<file path="config.mk">
export PLATFORM = sky130hd
export DESIGN_NAME = fetch_prefetch_queue
export DESIGN_NICKNAME = d
export VERILOG_FILES = /design/src/rtl/fetch_prefetch_queue.sv
export SDC_FILE = /design/constraint.sdc
export NUM_CORES = 1
export LEC_CHECK = 0
export CAP_MARGIN = 15
export CELL_PAD_IN_SITES_DETAIL_PLACEMENT = 0
export CELL_PAD_IN_SITES_GLOBAL_PLACEMENT = 1
export CORE_UTILIZATION = 45
export DETAILED_ROUTE_END_ITERATION = 10
export PLACE_DENSITY = 0.78
export SETUP_SLACK_MARGIN = 0.5
export SYNTH_ARGS = -nofsm -noshare
export SYNTH_HDL_FRONTEND = slang
export SYNTH_SLANG_ARGS = --single-unit
</file>
<file path="constraint.sdc">
create_clock -name clk -period 18.1 [get_ports clk]
set_input_delay 1.81 -clock clk [delete_from_list [all_inputs] [get_ports clk]]
set_output_delay 1.81 -clock clk [all_outputs]
set_load 0.01 [all_outputs]
</file>
<file path="src/rtl/fetch_prefetch_queue.sv">
// Instruction prefetch front end: one outstanding word read, a DEPTH-entry {pc, word}
// FIFO toward decode, and redirect flush. Define FETCH_BYPASS_EN for same-cycle ack-to-decode bypass.
module fetch_prefetch_queue #(
    parameter int          DEPTH    = 4,
    parameter logic [29:0] RESET_PC = 30'h0
) (
    input  logic        clk,
    input  logic        reset,
    output logic        mem_req,
    output logic [31:0] mem_addr,
    input  logic        mem_ack,
    input  logic [31:0] mem_rdata,
    input  logic        redirect,
    input  logic [29:0] redirect_pc,
    output logic        inst_valid,
    input  logic        inst_ready,
    output logic [31:0] instruction,
    output logic [29:0] inst_pc
);

    localparam int PTR_W = $clog2(DEPTH);
    localparam int CNT_W = PTR_W + 1;
    localparam logic [CNT_W-1:0] DEPTH_C = CNT_W'(DEPTH);

    localparam logic [1:0] ST_IDLE    = 2'd0;
    localparam logic [1:0] ST_WAIT    = 2'd1;
    localparam logic [1:0] ST_DISCARD = 2'd2;

    logic [1:0]       state_q, state_d;
    logic [29:0]      fetch_pc_q, fetch_pc_d;
    logic             mem_req_q, mem_req_d;
    logic [31:0]      mem_addr_q, mem_addr_d;
    logic [CNT_W-1:0] wr_ptr_q, wr_ptr_d;
    logic [CNT_W-1:0] rd_ptr_q, rd_ptr_d;
    logic [31:0]      data_q [DEPTH];
    logic [29:0]      pc_q   [DEPTH];

    logic             fifo_valid_s;
    logic             pop_s;
    logic             push_s;
    logic             bypass_s;
    logic             bypass_take_s;
    logic [CNT_W-1:0] count_s;
    logic [CNT_W-1:0] count_pop_s;
    logic [PTR_W-1:0] head_idx_s;

    assign fifo_valid_s  = (wr_ptr_q != rd_ptr_q);
    assign count_s       = wr_ptr_q - rd_ptr_q;
    assign pop_s         = fifo_valid_s & inst_ready & ~redirect;
    assign count_pop_s   = count_s - {{PTR_W{1'b0}}, pop_s};
    assign head_idx_s    = rd_ptr_q[PTR_W-1:0];

`ifdef FETCH_BYPASS_EN
    assign bypass_s      = ~fifo_valid_s & (state_q == ST_WAIT) & mem_ack & ~redirect;
`else
    assign bypass_s      = 1'b0;
`endif
    assign bypass_take_s = bypass_s & inst_ready;

    assign mem_req  = mem_req_q;
    assign mem_addr = mem_addr_q;

    // Decode-facing head: FIFO registers, or the live response when bypassing.
    always_comb begin
        inst_valid  = fifo_valid_s | bypass_s;
        if (bypass_s) begin
            instruction = mem_rdata;
            inst_pc     = fetch_pc_q;
        end else begin
            instruction = data_q[head_idx_s];
            inst_pc     = pc_q[head_idx_s];
        end
    end

    // Fetch sequencer: request issue, response accept/drop, redirect handling.
    always_comb begin
        state_d    = state_q;
        fetch_pc_d = fetch_pc_q;
        mem_req_d  = mem_req_q;
        mem_addr_d = mem_addr_q;
        push_s     = 1'b0;
        case (state_q)
            ST_IDLE: begin
                if (redirect) begin
                    fetch_pc_d = redirect_pc;
                end else if (count_pop_s < DEPTH_C) begin
                    mem_req_d  = 1'b1;
                    mem_addr_d = {fetch_pc_q, 2'b00};
                    state_d    = ST_WAIT;
                end else begin
                    mem_req_d  = 1'b0;
                end
            end
            ST_WAIT: begin
                if (redirect) begin
                    fetch_pc_d = redirect_pc;
                    if (mem_ack) begin
                        mem_req_d = 1'b0;
                        state_d   = ST_IDLE;
                    end else begin
                        state_d   = ST_DISCARD;
                    end
                end else if (mem_ack) begin
                    push_s     = ~bypass_take_s;
                    fetch_pc_d = fetch_pc_q + 30'd1;
                    if ((count_pop_s + {{PTR_W{1'b0}}, push_s}) < DEPTH_C) begin
                        mem_addr_d = {fetch_pc_q + 30'd1, 2'b00};
                    end else begin
                        mem_req_d  = 1'b0;
                        state_d    = ST_IDLE;
                    end
                end else begin
                    state_d = ST_WAIT;
                end
            end
            ST_DISCARD: begin
                // The stale request cannot be withdrawn; its response is dropped.
                if (redirect) begin
                    fetch_pc_d = redirect_pc;
                    if (mem_ack) begin
                        mem_req_d = 1'b0;
                        state_d   = ST_IDLE;
                    end else begin
                        state_d   = ST_DISCARD;
                    end
                end else if (mem_ack) begin
                    if (count_pop_s < DEPTH_C) begin
                        mem_addr_d = {fetch_pc_q, 2'b00};
                        state_d    = ST_WAIT;
                    end else begin
                        mem_req_d  = 1'b0;
                        state_d    = ST_IDLE;
                    end
                end else begin
                    state_d = ST_DISCARD;
                end
            end
            default: begin
                mem_req_d = 1'b0;
                state_d   = ST_IDLE;
            end
        endcase
    end

    // FIFO pointer next-state; redirect flushes everything.
    always_comb begin
        wr_ptr_d = wr_ptr_q;
        rd_ptr_d = rd_ptr_q;
        if (redirect) begin
            wr_ptr_d = '0;
            rd_ptr_d = '0;
        end else begin
            wr_ptr_d = wr_ptr_q + {{PTR_W{1'b0}}, push_s};
            rd_ptr_d = rd_ptr_q + {{PTR_W{1'b0}}, pop_s};
        end
    end

    // Sequencer and request registers.
    always_ff @(posedge clk or posedge reset) begin
        if (reset) begin
            state_q    <= ST_IDLE;
            fetch_pc_q <= RESET_PC;
            mem_req_q  <= 1'b0;
            mem_addr_q <= 32'h0;
        end else begin
            state_q    <= state_d;
            fetch_pc_q <= fetch_pc_d;
            mem_req_q  <= mem_req_d;
            mem_addr_q <= mem_addr_d;
        end
    end

    // FIFO storage and pointers.
    always_ff @(posedge clk or posedge reset) begin
        if (reset) begin
            wr_ptr_q <= '0;
            rd_ptr_q <= '0;
            for (int i = 0; i < DEPTH; i++) begin
                data_q[i] <= 32'h0;
                pc_q[i]   <= 30'h0;
            end
        end else begin
            wr_ptr_q <= wr_ptr_d;
            rd_ptr_q <= rd_ptr_d;
            if (push_s) begin
                data_q[wr_ptr_q[PTR_W-1:0]] <= mem_rdata;
                pc_q[wr_ptr_q[PTR_W-1:0]]   <= fetch_pc_q;
            end else begin
                data_q[wr_ptr_q[PTR_W-1:0]] <= data_q[wr_ptr_q[PTR_W-1:0]];
            end
        end
    end

endmodule

</file>
==> flow_metrics.tcl, run 1 <==
set metrics [dict create \
    reg2reg_from "rd_ptr_q[0]$_DFF_PP0_" \
    worst_hold_path_type "reg -> reg" \
    grt_pass1_vias 10950 \
    routed_wl_mm 39.29 \
    drive_gt1_frac 0.2220 \
    dieWidth_um 189.4 \
    synth-edff-count 0 \
    insertion_delay_ns 0.51 \
    cts_resized 0 \
    critical_path_class "in -> reg" \
    required_ns 18.45 \
    htreeDepth 2 \
    cellPowerDensity_mw_per_mm2 164.7 \
    setup_viol 0 \
    fp-row-count 68 \
    startpoint_type "input port" \
    r2r_cells 12 \
    drc 0 \
    coreArea_mm2 0.03454 \
    worstMarginPinSlew_ns 1.166 \
    io_pins 163 \
    gp_congestion 0.8586 \
    r2r_setup_slack_ns 13.45 \
    cts_tree "yes" \
    routedWlPerCell_um 20.76 \
    synth_area_per_cell_um2 11.99 \
    finalSetupTns_ns 0 \
    hold_violations 0 \
    ys_seq_elements 317 \
    rsz0062_at_grt "no" \
    start_util 0.4576 \
    power_frac_comb 0.378 \
    max_cap_viol_count 0 \
    antenna_found_initial 1 \
    hpwl_mm 24.96 \
    ant_nets 0 \
    most-common-layout-cells "dfrtp_1 (313), clkdlybuf4s50_1 (160), nand2_1 (150), mux2_2 (127), o21ai_0 (106)" \
    endpoint "mem_addr[29]$_DFFE_PP0P_" \
    internal_power_mw 2.024 \
    dr.pass1.iters 5 \
    pwr-share-clk 0.234 \
    yosysSeqAreaShare 0.5019 \
    min_period_ns 5.826 \
    grtUsageTotal 0.2265 \
    power_frac_seq 0.387 \
    cts-hold-fix-buffers 0 \
    layout_commonest_cell "dfrtp_1" \
    die_h_um 189.4 \
    dieArea_mm2 0.03588 \
    crit_fanout 60 \
    whs_ns 0.4806 \
    synth_ff_type "dfrtp_1" \
    syn_inst 1318 \
    num_vias 10780 \
    drt_iter0_markers 706 \
    grt_first_pass_wirelength_mm 63.46 \
    p_sw_mw 1.069 \
    post_cts_buffers 0 \
    clock.fmax_ghz 0.1716 \
    synth_warnings 0 \
    fin_util 0.5437 \
    cts.sinks 317 \
    postPlaceCellArea_mm2 0.01756 \
    slew_headroom 0.2217 \
    skew_ns 0.01523 \
    ys_types 63 \
    startpoint "redirect" \
    final_cells 1893 \
    irDropWorstVdd_mv 0.08723 \
    r2r_end "mem_addr[29]$_DFFE_PP0P_" \
    overflow 0 \
    clock-root-buffer "clkbuf_16" \
    switching_share 0.3455 \
    grt_start_max_net_pins 152 \
    synth-async-reset-ratio 1.000 \
    cts_max_path_buffers 3 \
    numCtsBuffers 36 \
    area_growth_pct 18.82 \
    viasPerCell 5.693 \
    power_leakage_nw 7.832 \
    nets 1492 \
    layout_worst_path_cycle_share 0.3219 \
    clk_pin_slew_worst_paths_ns 0.06 \
    stdcell_area_mm2 0.01878 \
    mappedNetlistArea_mm2 0.01581 \
    port_buffers 160 \
    worstPathArrival_ns 6.17 \
    worst_setup_path_end_kind "flop" \
    dp_cells 1829 \
    run_status "finished, final reports clean" \
    slew_violations 0 \
]
==> flip-flops by register name, summed over array words and instances (netlist names) <==
signal	cells
data_q	128
pc_q	120
fetch_pc_q	30
mem_addr	30
rd_ptr_q	3
wr_ptr_q	3
state_q	2
mem_req	1
==> final cells by class <==
type	instances	area [um2]
diodes	1	2.502
clock buffers	53	1086
clock inverters	9	105.1
fillers	3014	15760
inverters	15	63.81
multi-input cells	866	7263
flip-flops and latches	317	7943
well taps	455	569.3
repair buffers	177	1749
==> synth_stat cells, types with 3 or more instances <==
cell         n  area share
a211oi_1     9      0.0043
a21oi_1     60       0.019
a2bb2oi_1    3      0.0017
a311oi_1     4      0.0022
a31oi_1      5      0.0020
and2_1       4      0.0016
and3_1       9      0.0036
and4_1       6      0.0033
buf_1        8      0.0019
buf_2       45       0.014
buf_6        4      0.0028
clkbuf_1    58       0.014
clkbuf_8     3      0.0026
dfrtp_1    317        0.50
ha_1        10      0.0079
inv_1       15      0.0036
mux2_2     127       0.090
mux2i_1     36       0.023
mux4_2      94        0.13
nand2_1    150       0.036
nand2b_1     8      0.0032
nand3_1     16      0.0051
nand4_1     12      0.0047
nor2_1      62       0.015
nor2b_1      6      0.0024
nor3_1      15      0.0047
nor4_1       7      0.0028
o21ai_0    106       0.034
o21ai_1     26      0.0082
o21ai_2      4      0.0022
o22a_1       3      0.0017
o22ai_1      6      0.0024
o31ai_1      5      0.0024
o32ai_1      6      0.0033
or3_1        3      0.0012
xnor2_1     23       0.013
xor2_1      12      0.0066
==> worst max-delay path, stage by stage <==
cell	delay [ns]
clkdlybuf4s50_1	0.78
inv_1	0.74
nand3_1	0.31
fa_1	0.44
inv_1	0.08
fa_1	0.41
nand3b_1	0.19
xor2_1	0.17
or3_2	0.84
nand2_1	0.26
o21ai_2	0.07
==> metrics by stage <==
stage | power (mW) | setup slack, ns
floorplan | 1.950 | 7.519
detailed placement | 2.386 | 11.82
finish | 3.093 | 12.27
CTS | 3.123 | 12.33
global route | 3.298 | 12.02
global placement | 2.344 | 12.01
==> per-layer routing <==
layer | vias up | track usage | routed length [um]
met5 | - | 0 | 0
met4 | 0 | 0.05428 | 818
met3 | 47 | 0.04708 | 2348
met2 | 264 | 0.3538 | 18350
met1 | 5495 | 0.3239 | 17780
li1 | 4970 | - | -
==> power groups by stage <==
stage	Sequential (mW)	Combinational, mW	Clock [mW]
3_5_place_dp	1.21	1.18	0
6_report	1.20	1.17	0.725
3_3_place_gp	1.19	1.15	0
4_1_cts	1.20	1.18	0.741
5_1_grt	1.24	1.29	0.774
2_1_floorplan	1.11	0.843	0
==> worst min path at each step <==
stage	from	endpoint	slack (ns)	depth (start not counted)
floorplan	pc_q[63]$_DFFE_PP0P_	pc_q[63]$_DFFE_PP0P_	0.45	2
global placement	pc_q[97]$_DFFE_PP0P_	pc_q[97]$_DFFE_PP0P_	0.46	2
detailed placement	mem_addr[20]$_DFFE_PP0P_	mem_addr[20]$_DFFE_PP0P_	0.47	2
CTS	mem_addr[20]$_DFFE_PP0P_	mem_addr[20]$_DFFE_PP0P_	0.48	2
global route	pc_q[99]$_DFFE_PP0P_	pc_q[99]$_DFFE_PP0P_	0.50	2
finish	mem_addr[20]$_DFFE_PP0P_	mem_addr[20]$_DFFE_PP0P_	0.48	2
==> cells by family after synthesis <==
family | Yosys count | share of synthesized area
flops | 317 | 0.5019
buf+inv | 136 | 0.04021
simple gates | 311 | 0.09008
mux | 258 | 0.2479
compound gates | 247 | 0.08834
fa+ha+maj | 12 | 0.01045
other cells | 1 | 0.0002372
xor+xnor | 36 | 0.02090
Power figures use the tool's default switching activity.
==> run 2, diff against run 1 <==
Settings changed: CORE_UTILIZATION 45 to 42, PLACE_DENSITY 0.78 to 0.77.
Clock period 18.1 ns to 4.8 ns, I/O delays scaled along.
==> run 2 against run 1 <==
  * Hold slack worse by 0.10 ns
  * Worst setup slack lost 11 ns
  * Non-clock buffer count increased by 5
  * Critical path type is now reg -> out
  * First-iteration DRC count grew 2.0%
  * Sequential cell count did not move
  * Global-route usage decreased by 1.5 points
  * Register-to-register slack got worse by 12 ns
  * Clock skew is 0.014 ns higher
  * Sequential share of layout area down 0.21 points
  * Sequential power rose to 3.7 times the previous value
==> flow_metrics.tcl, run 2 (same netlist as run 1, synthesis figures left out) <==
set metrics [dict create \
    run_status "finished, final reports clean" \
    largest-register "data_q" \
    dp_slack_ns 0.9408 \
    grt_pass1_vias 11230 \
    io_pins 163 \
    drc 0 \
    grtUsageTotal 0.2119 \
    finalSetupTns_ns 0 \
    irDropWorstVdd_mv 0.3178 \
    gp_congestion 0.8228 \
    drive_gt1_frac 0.2233 \
    start_util 0.4297 \
    largest_register_ffs 128 \
    dieArea_mm2 0.03841 \
    viasPerCell 5.668 \
    cts.sinks 317 \
    post_cts_buffers 0 \
    r2r_setup_slack_ns 1.18 \
    layout_commonest_cell "dfrtp_1" \
    most-common-layout-cells "dfrtp_1 (313), clkdlybuf4s50_1 (160), nand2_1 (150), mux2_2 (127), o21ai_0 (106)" \
    worstPathArrival_ns 3.21 \
    largestRegisters "data_q: 128 flops, pc_q: 120 flops" \
    dr.pass1.iters 7 \
    required_ns 4.32 \
    cts-hold-fix-buffers 0 \
    layout_worst_path_cycle_share 0.7691 \
    power_leakage_nw 7.869 \
    whs_ns 0.3809 \
    drt_iter0_markers 720 \
    critical_path_class "reg -> out" \
    cts_resized 0 \
    cellPowerDensity_mw_per_mm2 625.4 \
    numCtsBuffers 37 \
    coreArea_mm2 0.03679 \
    dieWidth_um 196.0 \
    hold_violations 0 \
    grt_first_pass_wirelength_mm 63.60 \
    ant_nets 0 \
    clk_pin_slew_worst_paths_ns 0.06 \
    setup_viol 0 \
    grt_start_max_net_pins 115 \
    antenna_found_initial 2 \
    hpwl_mm 25.63 \
    clock.fmax_ghz 0.2709 \
    routedWlPerCell_um 20.87 \
    startpoint_type "flop" \
    fin_util 0.5131 \
    die_h_um 196.0 \
    routed_wl_mm 39.89 \
    crit_fanout 35 \
    nets 1498 \
    worst_setup_path_end_kind "primary output" \
    slew_violations 0 \
    worst_hold_path_type "in -> async" \
    insertion_delay_ns 0.53 \
    clock-root-buffer "clkbuf_16" \
    num_vias 10830 \
    cts_tree "yes" \
    skew_ns 0.02963 \
    area_growth_pct 19.42 \
    overflow 0 \
    port_buffers 160 \
    htreeDepth 2 \
    slew_headroom 0.2831 \
    rsz0062_at_grt "no" \
    min_period_ns 3.692 \
    max_cap_viol_count 0 \
    cts_max_path_buffers 3 \
    fp-row-count 70 \
    setup_ws_ns 1.108 \
    worstMarginPinSlew_ns 1.075 \
]
## run 2: path summary, 6_finish.rpt
| kind | end | depth (start not counted) | start |
|---|---|---|---|
| max | instruction[13] | 4 | rd_ptr_q[1]$_DFF_PP0_ |
| min | pc_q[53]$_DFFE_PP0P_ | 2 | reset |
| max reg2reg | mem_addr[11]$_DFFE_PP0P_ | 11 | rd_ptr_q[0]$_DFF_PP0_ |
| min reg2reg | mem_addr[20]$_DFFE_PP0P_ | 2 | mem_addr[20]$_DFFE_PP0P_ |
| max in group asynchronous | pc_q[9]$_DFFE_PP0P_ | 3 | reset |
| min in group clk | mem_addr[20]$_DFFE_PP0P_ | 2 | mem_addr[20]$_DFFE_PP0P_ |
## run 2: area by class of cell
cell class	instances	area, um2
antenna	1	2.502
clock buffer	55	1105
clock inverter	7	125.1
fill	3217	17910
inverter	15	60.06
multi-input combinational	866	7263
sequential	317	7943
tap	468	585.6
timing repair buffer	182	1792
## run 2: per-layer routing
layer,share of wire,global-route usage,wire [um],vias up
met5,0.00028,0,11,-
met3,0.066,0.04968,2634,68
met1,0.44,0.2844,17420,5485
met4,0.023,0.06655,933,2
met2,0.47,0.3411,18890,304
li1,-,-,-,4973
## run 2: stage by stage
step / cell area (um2) / cells / power, mW
after floorplan: 15810 / 1319 / 7.353
after global routing: 18880 / 1911 / 12.56
after detailed placement: 17640 / 1848 / 9.044
after CTS: 18870 / 1910 / 11.92
final: 18880 / 1911 / 11.80
after global placement: 17640 / 1848 / 8.890
## run 2: worst max-delay path: stages, from the launching register on
cell             delay [ns]
dfrtp_4                0.41
buf_4                  0.46
buf_4                  0.66
mux4_2                 0.61
clkdlybuf4s50_1        0.54
## run 2: power breakdown
group	internal, mW	total [mW]	switching (mW)
clock	1.75	2.83	1.09
combinational	2.31	4.48	2.17
sequential	3.66	4.49	0.828
total	7.72	11.8	4.08
==> run 3, diff against run 2 <==
Settings changed: CORE_UTILIZATION 42 to 45, PLACE_DENSITY 0.77 to 0.78.
Clock period 4.8 ns to 3.53 ns, I/O delays scaled along.
==> run 3 against run 2 <==
  * Global-route usage increased by 1.7 points
  * Combinational power increased by 41%
  * Cell count decreased by 0.26%
  * Via count increased by 1.7%
  * Register-to-register slack got worse by 0.52 ns
  * First-iteration DRC count increased by 13%
  * Clock power increased by 22%
  * Die area decreased by 6.6%
  * Non-clock buffer count increased by 15
  * Sequential cell count unchanged
  * Largest power group is now combinational logic
==> flow_metrics.tcl, run 3 (same netlist as run 1, synthesis figures left out) <==
set metrics [dict create \
    run_status "finished, final reports clean" \
    diodes 0 \
    layout_commonest_cell "dfrtp_1" \
    skew_ns 0.02076 \
    p_sw_mw 5.632 \
    final_cells 1906 \
    grt_pass1_vias 11400 \
    worst_setup_path_end_kind "primary output" \
    cpMaxStageDelayCell "mux4_2" \
    startpoint "rd_ptr_q[0]$_DFF_PP0_" \
    r2r_setup_slack_ns 0.66 \
    dieWidth_um 189.4 \
    crit_fanout 33 \
    fin_util 0.5485 \
    cts_tree "yes" \
    startpoint_type "flop" \
    switching_share 0.3538 \
    power_frac_seq 0.386 \
    dr.pass1.iters 5 \
    internal_power_mw 10.29 \
    dieArea_mm2 0.03588 \
    whs_ns 0.3331 \
    stdcell_area_mm2 0.01895 \
    reg2reg_from "rd_ptr_q[0]$_DFF_PP0_" \
    layout_worst_path_cycle_share 0.8245 \
    overflow 0 \
    numCtsBuffers 35 \
    power_leakage_nw 7.914 \
    worstPathArrival_ns 2.56 \
    max_cap_viol_count 0 \
    pwr-share-clk 0.217 \
    worst_hold_path_type "in -> async" \
    insertion_delay_ns 0.53 \
    hpwl_mm 25.47 \
    routed_wl_mm 40.05 \
    hold_violations 0 \
    critical_path.max_stage_delay_ns 0.64 \
    largest_register_ffs 128 \
    cts.sinks 317 \
    clock-root-buffer "clkbuf_16" \
    largest-register "data_q" \
    r2r_cells 12 \
    nets 1511 \
    cts_max_path_buffers 3 \
    setup_viol 0 \
    cellPowerDensity_mw_per_mm2 840.3 \
    start_util 0.4576 \
    worstMarginPinSlew_ns 0.7711 \
    clk_pin_slew_worst_paths_ns 0.06 \
    grt_start_max_net_pins 90 \
    slew_violations 0 \
    area_growth_pct 19.87 \
    antenna_found_initial 0 \
    coreArea_mm2 0.03454 \
    grtUsageTotal 0.2284 \
    io_pins 163 \
    required_ns 3.18 \
    rsz0062_at_grt "no" \
    cts-hold-fix-buffers 0 \
    critical_path_class "reg -> out" \
    htreeDepth 2 \
    p_total_mw 15.92 \
    path_cells "buf_6 > mux4_2 > clkdlybuf4s50_1" \
    drive_gt1_frac 0.2357 \
    drt_iter0_markers 816 \
    r2r_end "mem_addr[23]$_DFFE_PP0P_" \
    largestRegisters "data_q: 128 flops, pc_q: 120 flops" \
    min_period_ns 2.910 \
    gp_congestion 0.8281 \
    fill_cells 2982 \
    ant_nets 0 \
    die_h_um 189.4 \
    num_vias 11010 \
    fp-row-count 68 \
    irDropWorstVdd_mv 0.3576 \
    power_frac_comb 0.397 \
    slew_headroom 0.4849 \
    viasPerCell 5.778 \
    grt_first_pass_wirelength_mm 63.85 \
    routedWlPerCell_um 21.01 \
    clock.fmax_ghz 0.3436 \
    dp_cells 1846 \
    postPlaceCellArea_mm2 0.01782 \
    most-common-layout-cells "dfrtp_1 (313), clkdlybuf4s50_1 (160), nand2_1 (147), mux2_2 (127), o21ai_0 (106)" \
    drc 0 \
    port_buffers 160 \
]
==> run 3: stage by stage <==
step	setup slack (ns)	setup TNS, ns
6_report	0.6196	0
2_1_floorplan	-1.048	-332.16
3_5_place_dp	0.2900	0
3_3_place_gp	0.2933	0
5_1_grt	0.5314	0
4_1_cts	0.5450	0
==> run 3: power by group through the flow <==
stage	logic (mW)	clock network [mW]	registers [mW]
after floorplan	4.37	0	5.68
after global placement	6.07	0	6.09
after detailed placement	6.20	0	6.18
after CTS	6.22	3.54	6.13
after global routing	6.94	3.67	6.35
final	6.33	3.46	6.14
==> run 3: worst max-delay path, delay by kind of cell, from the launching register on <==
family | cells | cell delay (ns)
multiplexers | 1 | 0.64
flip-flops | 1 | 0.45
buffers and inverters | 2 | 0.93
==> run 3: metal layers <==
metal,share of wire,vias to the layer above,global-route usage
met4,0.031,0,0.07971
li1,-,5020,-
met2,0.47,284,0.3607
met3,0.045,64,0.03170
met1,0.45,5645,0.3239
met5,0,-,0
==> run 3: repair_timing <==
action	4_1_cts	5_1_grt
setup endpoints to repair	67	30
cloned	0	2
resized for setup	2	1
setup buffers	2	0
==> run 3: final cells by class <==
class	instances	area [um2]	area share
inverters	15	60.06	0.003170
flip-flops and latches	317	7943	0.4192
multi-input cells	866	7316	0.3861
repair buffers	197	1996	0.1053
well taps	455	569.3	0.03005
clock inverters	8	78.83	0.004160
clock buffers	48	984.7	0.05197
==> run 3: worst max path at each step <==
stage | to | slack, ns
floorplan | data_q[0]$_DFFE_PP0P_ | -1.05
global placement | mem_addr[20]$_DFFE_PP0P_ | 0.29
detailed placement | mem_addr[14]$_DFFE_PP0P_ | 0.29
CTS | mem_addr[14]$_DFFE_PP0P_ | 0.54
global route | mem_addr[31]$_DFFE_PP0P_ | 0.53
finish | inst_pc[0] | 0.62
